[src/rtl/spi_master_cfg_if.sv]
// Bundle between the SPI master and its environment.
// Host side: i_start / i_tx_data / i_ss_sel / i_cpol / i_cpha / i_lsb_first /
//   i_clk_div in, o_busy / o_rx_valid / o_rx_data out.
// Pin side: o_sck / o_mosi / o_ss_n out, i_miso in.
// Modport master is the SPI master block; modport slave is everything around it.
interface spi_master_cfg_if #(
  parameter int DATA_W = 8,
  parameter int NUM_SS = 4,
  parameter int DIV_W  = 8,
  parameter int SS_W   = (NUM_SS > 1) ? $clog2(NUM_SS) : 1
);
  logic              i_start;
  logic [DATA_W-1:0] i_tx_data;
  logic [SS_W-1:0]   i_ss_sel;
  logic              i_cpol;
  logic              i_cpha;
  logic              i_lsb_first;
  logic [DIV_W-1:0]  i_clk_div;
  logic              o_busy;
  logic              o_rx_valid;
  logic [DATA_W-1:0] o_rx_data;
  logic              o_sck;
  logic              o_mosi;
  logic              i_miso;
  logic [NUM_SS-1:0] o_ss_n;

  modport master (
    input  i_start, i_tx_data, i_ss_sel, i_cpol, i_cpha, i_lsb_first, i_clk_div, i_miso,
    output o_busy, o_rx_valid, o_rx_data, o_sck, o_mosi, o_ss_n
  );

  modport slave (
    output i_start, i_tx_data, i_ss_sel, i_cpol, i_cpha, i_lsb_first, i_clk_div, i_miso,
    input  o_busy, o_rx_valid, o_rx_data, o_sck, o_mosi, o_ss_n
  );
endinterface

[src/rtl/spi_master_cfg.sv]
// Configurable SPI master: per-transfer CPOL/CPHA, bit order, SCK divider and
// one-hot active-low slave select.
// Ports:
//   i_clk   - system clock, everything on posedge
//   i_rst_n - asynchronous active-low reset
//   bus     - spi_master_cfg_if.master: host request/response and SPI pins
// Sequence: IDLE -> LEAD (H) -> XFER (2*DATA_W*H) -> TRAIL (H) -> DONE (1) -> IDLE,
// with H = i_clk_div+1 i_clk cycles per SCK half-period. All outputs registered.
module spi_master_cfg #(
  parameter int DATA_W = 8,
  parameter int NUM_SS = 4,
  parameter int DIV_W  = 8
) (
  input  logic           i_clk,
  input  logic           i_rst_n,
  spi_master_cfg_if.master bus
);
  localparam int BIT_W = $clog2(DATA_W);
  localparam logic [BIT_W-1:0] BIT_LAST = BIT_W'(DATA_W - 1);

  typedef enum logic [2:0] {IDLE, LEAD, XFER, TRAIL, DONE} state_t;

  state_t            state, state_nxt;
  logic [DIV_W-1:0]  div_cnt, div_cnt_nxt;
  logic [BIT_W-1:0]  bit_cnt, bit_cnt_nxt;
  logic              phase, phase_nxt;      // 0: next SCK edge is leading
  logic              sck_q, sck_nxt;
  logic              mosi_q, mosi_nxt;
  logic [NUM_SS-1:0] ss_n_q, ss_n_nxt;
  logic              busy_q, busy_nxt;
  logic              rx_valid_q, rx_valid_nxt;
  logic [DATA_W-1:0] rx_data_q, rx_data_nxt;
  logic              cpol_q, cpol_nxt;

  logic [DATA_W-1:0] tx_sh, tx_sh_nxt;
  logic [DATA_W-1:0] rx_sh, rx_sh_nxt;
  logic              cpha_q, cpha_nxt;
  logic              lsb_q, lsb_nxt;
  logic [DIV_W-1:0]  div_q, div_nxt;

  logic              accept;
  logic              tick;
  logic [DATA_W-1:0] tx_shift;
  logic [DATA_W-1:0] rx_shift;

  // Bit that goes on MOSI next, given the current shift-register contents.
  function automatic logic first_bit(input logic [DATA_W-1:0] w, input logic lsb);
    return lsb ? w[0] : w[DATA_W-1];
  endfunction

  assign accept   = bus.i_start && (int'(bus.i_ss_sel) < NUM_SS);
  assign tick     = (div_cnt == div_q);
  assign tx_shift = lsb_q ? (tx_sh >> 1) : (tx_sh << 1);
  assign rx_shift = lsb_q ? {bus.i_miso, rx_sh[DATA_W-1:1]}
                          : {rx_sh[DATA_W-2:0], bus.i_miso};

  always_ff @(posedge i_clk or negedge i_rst_n) begin
    if (!i_rst_n) state <= IDLE;
    else          state <= state_nxt;
  end

  always_comb begin
    state_nxt    = state;
    div_cnt_nxt  = div_cnt;
    bit_cnt_nxt  = bit_cnt;
    phase_nxt    = phase;
    sck_nxt      = sck_q;
    mosi_nxt     = mosi_q;
    ss_n_nxt     = ss_n_q;
    busy_nxt     = busy_q;
    rx_valid_nxt = 1'b0;
    rx_data_nxt  = rx_data_q;
    cpol_nxt     = cpol_q;
    tx_sh_nxt    = tx_sh;
    rx_sh_nxt    = rx_sh;
    cpha_nxt     = cpha_q;
    lsb_nxt      = lsb_q;
    div_nxt      = div_q;

    case (state)
      IDLE: begin
        div_cnt_nxt = '0;
        bit_cnt_nxt = BIT_LAST;
        phase_nxt   = 1'b0;
        if (accept) begin
          state_nxt = LEAD;
          busy_nxt  = 1'b1;
          cpol_nxt  = bus.i_cpol;
          cpha_nxt  = bus.i_cpha;
          lsb_nxt   = bus.i_lsb_first;
          div_nxt   = bus.i_clk_div;
          tx_sh_nxt = bus.i_tx_data;
          sck_nxt   = bus.i_cpol;
          mosi_nxt  = first_bit(bus.i_tx_data, bus.i_lsb_first);
          ss_n_nxt  = '1;
          for (int i = 0; i < NUM_SS; i++) begin
            if (int'(bus.i_ss_sel) == i) ss_n_nxt[i] = 1'b0;
          end
        end
      end

      LEAD: begin
        if (tick) begin
          div_cnt_nxt = '0;
          state_nxt   = XFER;
        end else begin
          div_cnt_nxt = div_cnt + DIV_W'(1);
        end
      end

      XFER: begin
        if (!tick) begin
          div_cnt_nxt = div_cnt + DIV_W'(1);
        end else begin
          div_cnt_nxt = '0;
          sck_nxt     = ~sck_q;
          phase_nxt   = ~phase;
          if (!phase) begin
            // Leading edge: sample in mode CPHA=0, otherwise shift out (not before bit 0).
            if (!cpha_q) begin
              rx_sh_nxt = rx_shift;
            end else if (bit_cnt != BIT_LAST) begin
              tx_sh_nxt = tx_shift;
              mosi_nxt  = first_bit(tx_shift, lsb_q);
            end
          end else begin
            // Trailing edge closes a bit: sample for CPHA=1, shift out for CPHA=0.
            if (cpha_q) begin
              rx_sh_nxt = rx_shift;
            end else if (bit_cnt != '0) begin
              tx_sh_nxt = tx_shift;
              mosi_nxt  = first_bit(tx_shift, lsb_q);
            end
            if (bit_cnt == '0) state_nxt = TRAIL;
            else               bit_cnt_nxt = bit_cnt - BIT_W'(1);
          end
        end
      end

      TRAIL: begin
        sck_nxt = cpol_q;
        if (tick) begin
          div_cnt_nxt  = '0;
          state_nxt    = DONE;
          ss_n_nxt     = '1;
          rx_valid_nxt = 1'b1;
          rx_data_nxt  = rx_sh;
          mosi_nxt     = 1'b0;
        end else begin
          div_cnt_nxt = div_cnt + DIV_W'(1);
        end
      end

      DONE: begin
        state_nxt = IDLE;
        busy_nxt  = 1'b0;
      end

      default: state_nxt = IDLE;
    endcase
  end

  always_ff @(posedge i_clk or negedge i_rst_n) begin
    if (!i_rst_n) begin
      div_cnt    <= '0;
      bit_cnt    <= BIT_LAST;
      phase      <= 1'b0;
      sck_q      <= 1'b0;
      mosi_q     <= 1'b0;
      ss_n_q     <= '1;
      busy_q     <= 1'b0;
      rx_valid_q <= 1'b0;
      rx_data_q  <= '0;
      cpol_q     <= 1'b0;
    end else begin
      div_cnt    <= div_cnt_nxt;
      bit_cnt    <= bit_cnt_nxt;
      phase      <= phase_nxt;
      sck_q      <= sck_nxt;
      mosi_q     <= mosi_nxt;
      ss_n_q     <= ss_n_nxt;
      busy_q     <= busy_nxt;
      rx_valid_q <= rx_valid_nxt;
      rx_data_q  <= rx_data_nxt;
      cpol_q     <= cpol_nxt;
    end
  end

  // Shift registers and per-transfer settings are always reloaded before use.
  always_ff @(posedge i_clk) begin
    tx_sh  <= tx_sh_nxt;
    rx_sh  <= rx_sh_nxt;
    cpha_q <= cpha_nxt;
    lsb_q  <= lsb_nxt;
    div_q  <= div_nxt;
  end

  assign bus.o_sck      = sck_q;
  assign bus.o_mosi     = mosi_q;
  assign bus.o_ss_n     = ss_n_q;
  assign bus.o_busy     = busy_q;
  assign bus.o_rx_valid = rx_valid_q;
  assign bus.o_rx_data  = rx_data_q;
endmodule

[src/flat_wrapper.sv]
// flat-port wrapper written by rule: the top's interface ports become plain ports
module spi_master_cfg_flat 
#(
  parameter int DATA_W = 8,
  parameter int NUM_SS = 4,
  parameter int DIV_W  = 8
)
  (i_clk, i_rst_n, bus_i_start, bus_i_tx_data, bus_i_ss_sel, bus_i_cpol, bus_i_cpha, bus_i_lsb_first, bus_i_clk_div, bus_i_miso, bus_o_busy, bus_o_rx_valid, bus_o_rx_data, bus_o_sck, bus_o_mosi, bus_o_ss_n);
  spi_master_cfg_if #(.DATA_W(DATA_W), .NUM_SS(NUM_SS), .DIV_W(DIV_W)) bus_i ();
  input  logic i_clk;
  input  logic i_rst_n;
  input wire logic [$bits(bus_i.i_start)-1:0] bus_i_start;
  input wire logic [$bits(bus_i.i_tx_data)-1:0] bus_i_tx_data;
  input wire logic [$bits(bus_i.i_ss_sel)-1:0] bus_i_ss_sel;
  input wire logic [$bits(bus_i.i_cpol)-1:0] bus_i_cpol;
  input wire logic [$bits(bus_i.i_cpha)-1:0] bus_i_cpha;
  input wire logic [$bits(bus_i.i_lsb_first)-1:0] bus_i_lsb_first;
  input wire logic [$bits(bus_i.i_clk_div)-1:0] bus_i_clk_div;
  input wire logic [$bits(bus_i.i_miso)-1:0] bus_i_miso;
  output wire logic [$bits(bus_i.o_busy)-1:0] bus_o_busy;
  output wire logic [$bits(bus_i.o_rx_valid)-1:0] bus_o_rx_valid;
  output wire logic [$bits(bus_i.o_rx_data)-1:0] bus_o_rx_data;
  output wire logic [$bits(bus_i.o_sck)-1:0] bus_o_sck;
  output wire logic [$bits(bus_i.o_mosi)-1:0] bus_o_mosi;
  output wire logic [$bits(bus_i.o_ss_n)-1:0] bus_o_ss_n;
  assign bus_i.i_start = bus_i_start;
  assign bus_i.i_tx_data = bus_i_tx_data;
  assign bus_i.i_ss_sel = bus_i_ss_sel;
  assign bus_i.i_cpol = bus_i_cpol;
  assign bus_i.i_cpha = bus_i_cpha;
  assign bus_i.i_lsb_first = bus_i_lsb_first;
  assign bus_i.i_clk_div = bus_i_clk_div;
  assign bus_i.i_miso = bus_i_miso;
  assign bus_o_busy = bus_i.o_busy;
  assign bus_o_rx_valid = bus_i.o_rx_valid;
  assign bus_o_rx_data = bus_i.o_rx_data;
  assign bus_o_sck = bus_i.o_sck;
  assign bus_o_mosi = bus_i.o_mosi;
  assign bus_o_ss_n = bus_i.o_ss_n;
  spi_master_cfg #(.DATA_W(DATA_W), .NUM_SS(NUM_SS), .DIV_W(DIV_W)) u_core (.i_clk(i_clk), .i_rst_n(i_rst_n), .bus(bus_i));
endmodule
[config.mk]
export PLATFORM = sky130hd
export DESIGN_NAME = spi_master_cfg_flat
export DESIGN_NICKNAME = d
export VERILOG_FILES = /design/src/rtl/spi_master_cfg_if.sv /design/src/rtl/spi_master_cfg.sv /design/src/flat_wrapper.sv
export SDC_FILE = /design/constraint.sdc
export NUM_CORES = 1
export LEC_CHECK = 0
export ABC_AREA = 1
export BUFFER_PORTS_ARGS = -buffer_cell sky130_fd_sc_hd__buf_2
export CORE_UTILIZATION = 30
export DETAILED_ROUTE_END_ITERATION = 12
export HOLD_SLACK_MARGIN = 0.12
export PLACE_DENSITY = 0.52
export SYNTH_ARGS = -nofsm -noshare
export SYNTH_HDL_FRONTEND = slang
export SYNTH_SLANG_ARGS = --single-unit
[constraint.sdc]
create_clock -name i_clk -period 2.1 [get_ports i_clk]
set_input_delay 0.42 -clock i_clk [delete_from_list [all_inputs] [get_ports i_clk]]
set_output_delay 0.42 -clock i_clk [all_outputs]
set_load 0.005 [all_outputs]
==> results.json <==
{
  "slew-limit-headroom_pct": 50.6,
  "cp-end-kind": "flip-flop",
  "final.min_clock_period_ns": 1.89,
  "worstRegToRegCells": 8,
  "htree_num_levels": 3,
  "critical_path_class": "flip-flop to flip-flop",
  "routed_wire_length_per_instance_um": 11.9,
  "maximum_number_of_pins_on_one_net_before_global_route_repair": 33,
  "antennaDiodeCount": 0,
  "first_pass_iters": 8,
  "crit_arrival_ns": 1.94,
  "clock_path_buffers": 2,
  "grt_pass1_vias": 2024,
  "final_min_period_over_clock_period_pct": 90.1,
  "grt_busiest_layer": "met2",
  "worstReg2RegStart": "u_core.state[1]",
  "grtUsageTotal_pct": 12.8,
  "yosys_warnings": 0,
  "ff2ff_setup_slack_ns": 0.21,
  "multiInputGateArea_mm2": 0.00101,
  "crit-reg2reg-capture": "u_core.tx_sh[6]",
  "status": "completed",
  "layout-drive-gt1-share_pct": 25.5,
  "grt_overflow_total": 0,
  "syn_to_final_growth_pct": 19.5,
  "place.detailed.instances": 460,
  "ys_ff_latch": 58,
  "grt_first_pass_wirelength_um": 9760,
  "worst-slew-pin-transition_ns": 0.741,
  "mappedNetlistArea_mm2": 0.00284,
  "clock_latency_ns": 0.34,
  "power-per-cell-area_mw_per_mm2": 1260,
  "grt_use_met3_pct": 3.72,
  "totalNegativeSetupSlack_ns": 0,
  "core_area_mm2": 0.00920,
  "synth_fp_nets": 338,
  "tritoncts_clock_tree": "yes",
  "place_congestion": 0.859,
  "timing.max_cap.violations": 0,
  "postSynthAreaPerCell_um2": 9.20,
  "grt.met1_usage_pct": 17.2,
  "route.vias.total": 2127,
  "initial_utilization_pct": 30.9,
  "syn_inst": 309,
  "port-buffer-count": 40,
  "die_area_mm2": 0.00986,
  "layout.nets": 389,
  "cts_made_buffers": 9,
  "final_cell_count_no_fill": 476,
  "io-pin-count": 41,
  "timing.critical_path.required_ns": 2.15,
  "cts-resized-gates": 0,
  "cts_setup_buffers": 0,
  "worstSetupStartpointType": "flip-flop",
  "totalWireLength_um": 5660,
  "worst_clock_skew_ns": 0.00791,
  "worst_ir_drop_vdd_mv": 0.360,
  "regArea_mm2": 0.00159,
  "yosysSeqAreaShare_pct": 56.0,
  "avgViaCountPerCell": 4.47,
  "clkSlewWorstSetupHoldPaths_ns": 0.07,
  "path_max_fanout": 13,
  "min-delay-path-class": "input pin to asynchronous set/reset pin",
  "rsz0062_at_grt": "false",
  "die_w_um": 99.3,
  "slew_viol_final": 0,
  "finalSetupViolCount": 0,
  "grt_use_met2_pct": 19.3,
  "std_cell_rows": 35,
  "detail_route.drc_violations": 0,
  "drtAntennaViolNets": 0,
  "antenna_found_initial": 0,
  "cts.sinks": 58,
  "dr.first_iter.drc_count": 98,
  "holdBufCountCts": 0,
  "floorplan.die.height_um": 99.3,
  "post-dp-hpwl_um": 4070,
  "power.static_leakage_nw": 1.62,
  "final_hold_vios": 0,
  "synth_cell_type_count": 32,
  "max_freq_ghz": 0.528,
  "layout.filler_cells": 920,
  "clock-root-buffer": "sky130_fd_sc_hd__clkbuf_8"
}
state kept, by name (all words and copies together) (netlist names), 3 cells and up:
| signal | count |
|---|---|
| u_core.bus.o_rx_data | 8 |
| u_core.bus.o_ss_n | 4 |
| u_core.rx_sh | 8 |
| u_core.div_cnt | 8 |
| u_core.state | 3 |
| u_core.bit_cnt | 3 |
| u_core.div_q | 8 |
| u_core.tx_sh | 8 |
routing by layer:
layer  vias to the layer above  part of all wire [%]
met1                       983                    52
li1                       1100                     -
met5                         -                     0
met2                        35                    44
met3                         9                   3.0
met4                         0                   1.1
critical path: stages (launching register included):
cell and delay, ns:
sky130_fd_sc_hd__dfrtp_1 0.42, sky130_fd_sc_hd__inv_2 0.12, sky130_fd_sc_hd__nor2_4 0.05, sky130_fd_sc_hd__nand2_2 0.23, sky130_fd_sc_hd__inv_2 0.15, sky130_fd_sc_hd__nand3_1 0.13, sky130_fd_sc_hd__nand2_1 0.08, sky130_fd_sc_hd__nor3_1 0.21
sky130_fd_sc_hd__buf_4 0.20
layout make-up:
cell class                      instances  area share, %
Clock buffer                           11           4.17
Multi-Input combinational cell        197           29.9
Tap cell                              111           4.09
Inverter                               47           5.27
Clock inverter                          5           2.29
Sequential cell                        58           46.8
Timing Repair Buffer                   47           7.45
power by group:
part	total (mW)	internal, mW	leakage (nW)	switching [mW]
Combinational	1.36	0.509	0.869	0.847
Sequential	1.78	1.58	0.643	0.201
Clock	1.14	0.696	0.109	0.445
Total	4.27	2.78	1.62	1.49
layout by cell type (no fill, tap or decap), drive strengths merged:
master | synthesis | layout
a21oi | 9 | 9
a221oi | 1 | 1
buf | 6 | 47
bufinv | 0 | 2
clkbuf | 1 | 11
clkinv | 0 | 2
clkinvlp | 0 | 1
dfrtp | 25 | 25
dfstp | 7 | 7
edfxtp | 26 | 26
ha | 4 | 4
inv | 47 | 47
nand2 | 86 | 86
nand3 | 21 | 21
nand4 | 1 | 1
nor2 | 24 | 24
nor3 | 6 | 6
o21ai | 26 | 26
o21bai | 1 | 1
o221a | 3 | 3
o22ai | 6 | 6
xnor2 | 4 | 4
xor2 | 5 | 5
cell usage after synthesis (all sizes together):
library cell	number	area (µm²)
o21bai	1	7.51
dfstp	7	184
nor3	6	35.0
o221a	3	33.8
edfxtp	26	781
o21ai	26	149
nand2	86	335
xor2	5	43.8
ha	4	50.1
a21oi	9	45.0
nand4	1	6.26
inv	47	179
o22ai	6	37.5
dfrtp	25	626
a221oi	1	8.76
nand3	21	110
clkbuf	1	3.75
buf	6	53.8
xnor2	4	35.0
nor2	24	118
cells by family after synthesis:
group | synth area share [%]
compound gates | 9.91
simple gates | 21.3
xor+xnor | 2.77
fa+ha+maj | 1.76
buf+inv | 8.32
flops | 56.0
worst max-delay path by stage:
stage	to	slack [ns]	startpoint	cells after the start
final	u_core.tx_sh[6]	0.21	u_core.state[1]	8
after global routing	u_core.tx_sh[2]	0.01	u_core.state[1]	8
after CTS	u_core.tx_sh[6]	0.19	u_core.state[1]	8
after detailed placement	u_core.tx_sh[6]	0.21	u_core.state[1]	8
after global placement	u_core.tx_sh[7]	0.31	u_core.state[1]	8
after floorplan	u_core.tx_sh[0]	0.08	u_core.div_cnt[3]	7
per-stage QoR:
step / util, % / hold WS (ns) / setup slack, ns / instance area, µm² / total power, mW
4_1_cts: 36.9 / 0.165 / 0.186 / 3390 / 4.33
2_1_floorplan: - / 0.124 / 0.0789 / 2840 / 2.77
5_1_grt: 36.9 / 0.198 / 0.0109 / 3390 / 4.64
3_5_place_dp: 34.5 / 0.464 / 0.213 / 3180 / 3.16
3_3_place_gp: 34.5 / 0.462 / 0.314 / 3180 / 3.15
6_report: 36.9 / 0.139 / 0.207 / 3390 / 4.27
Power figures use the tool's default switching activity.
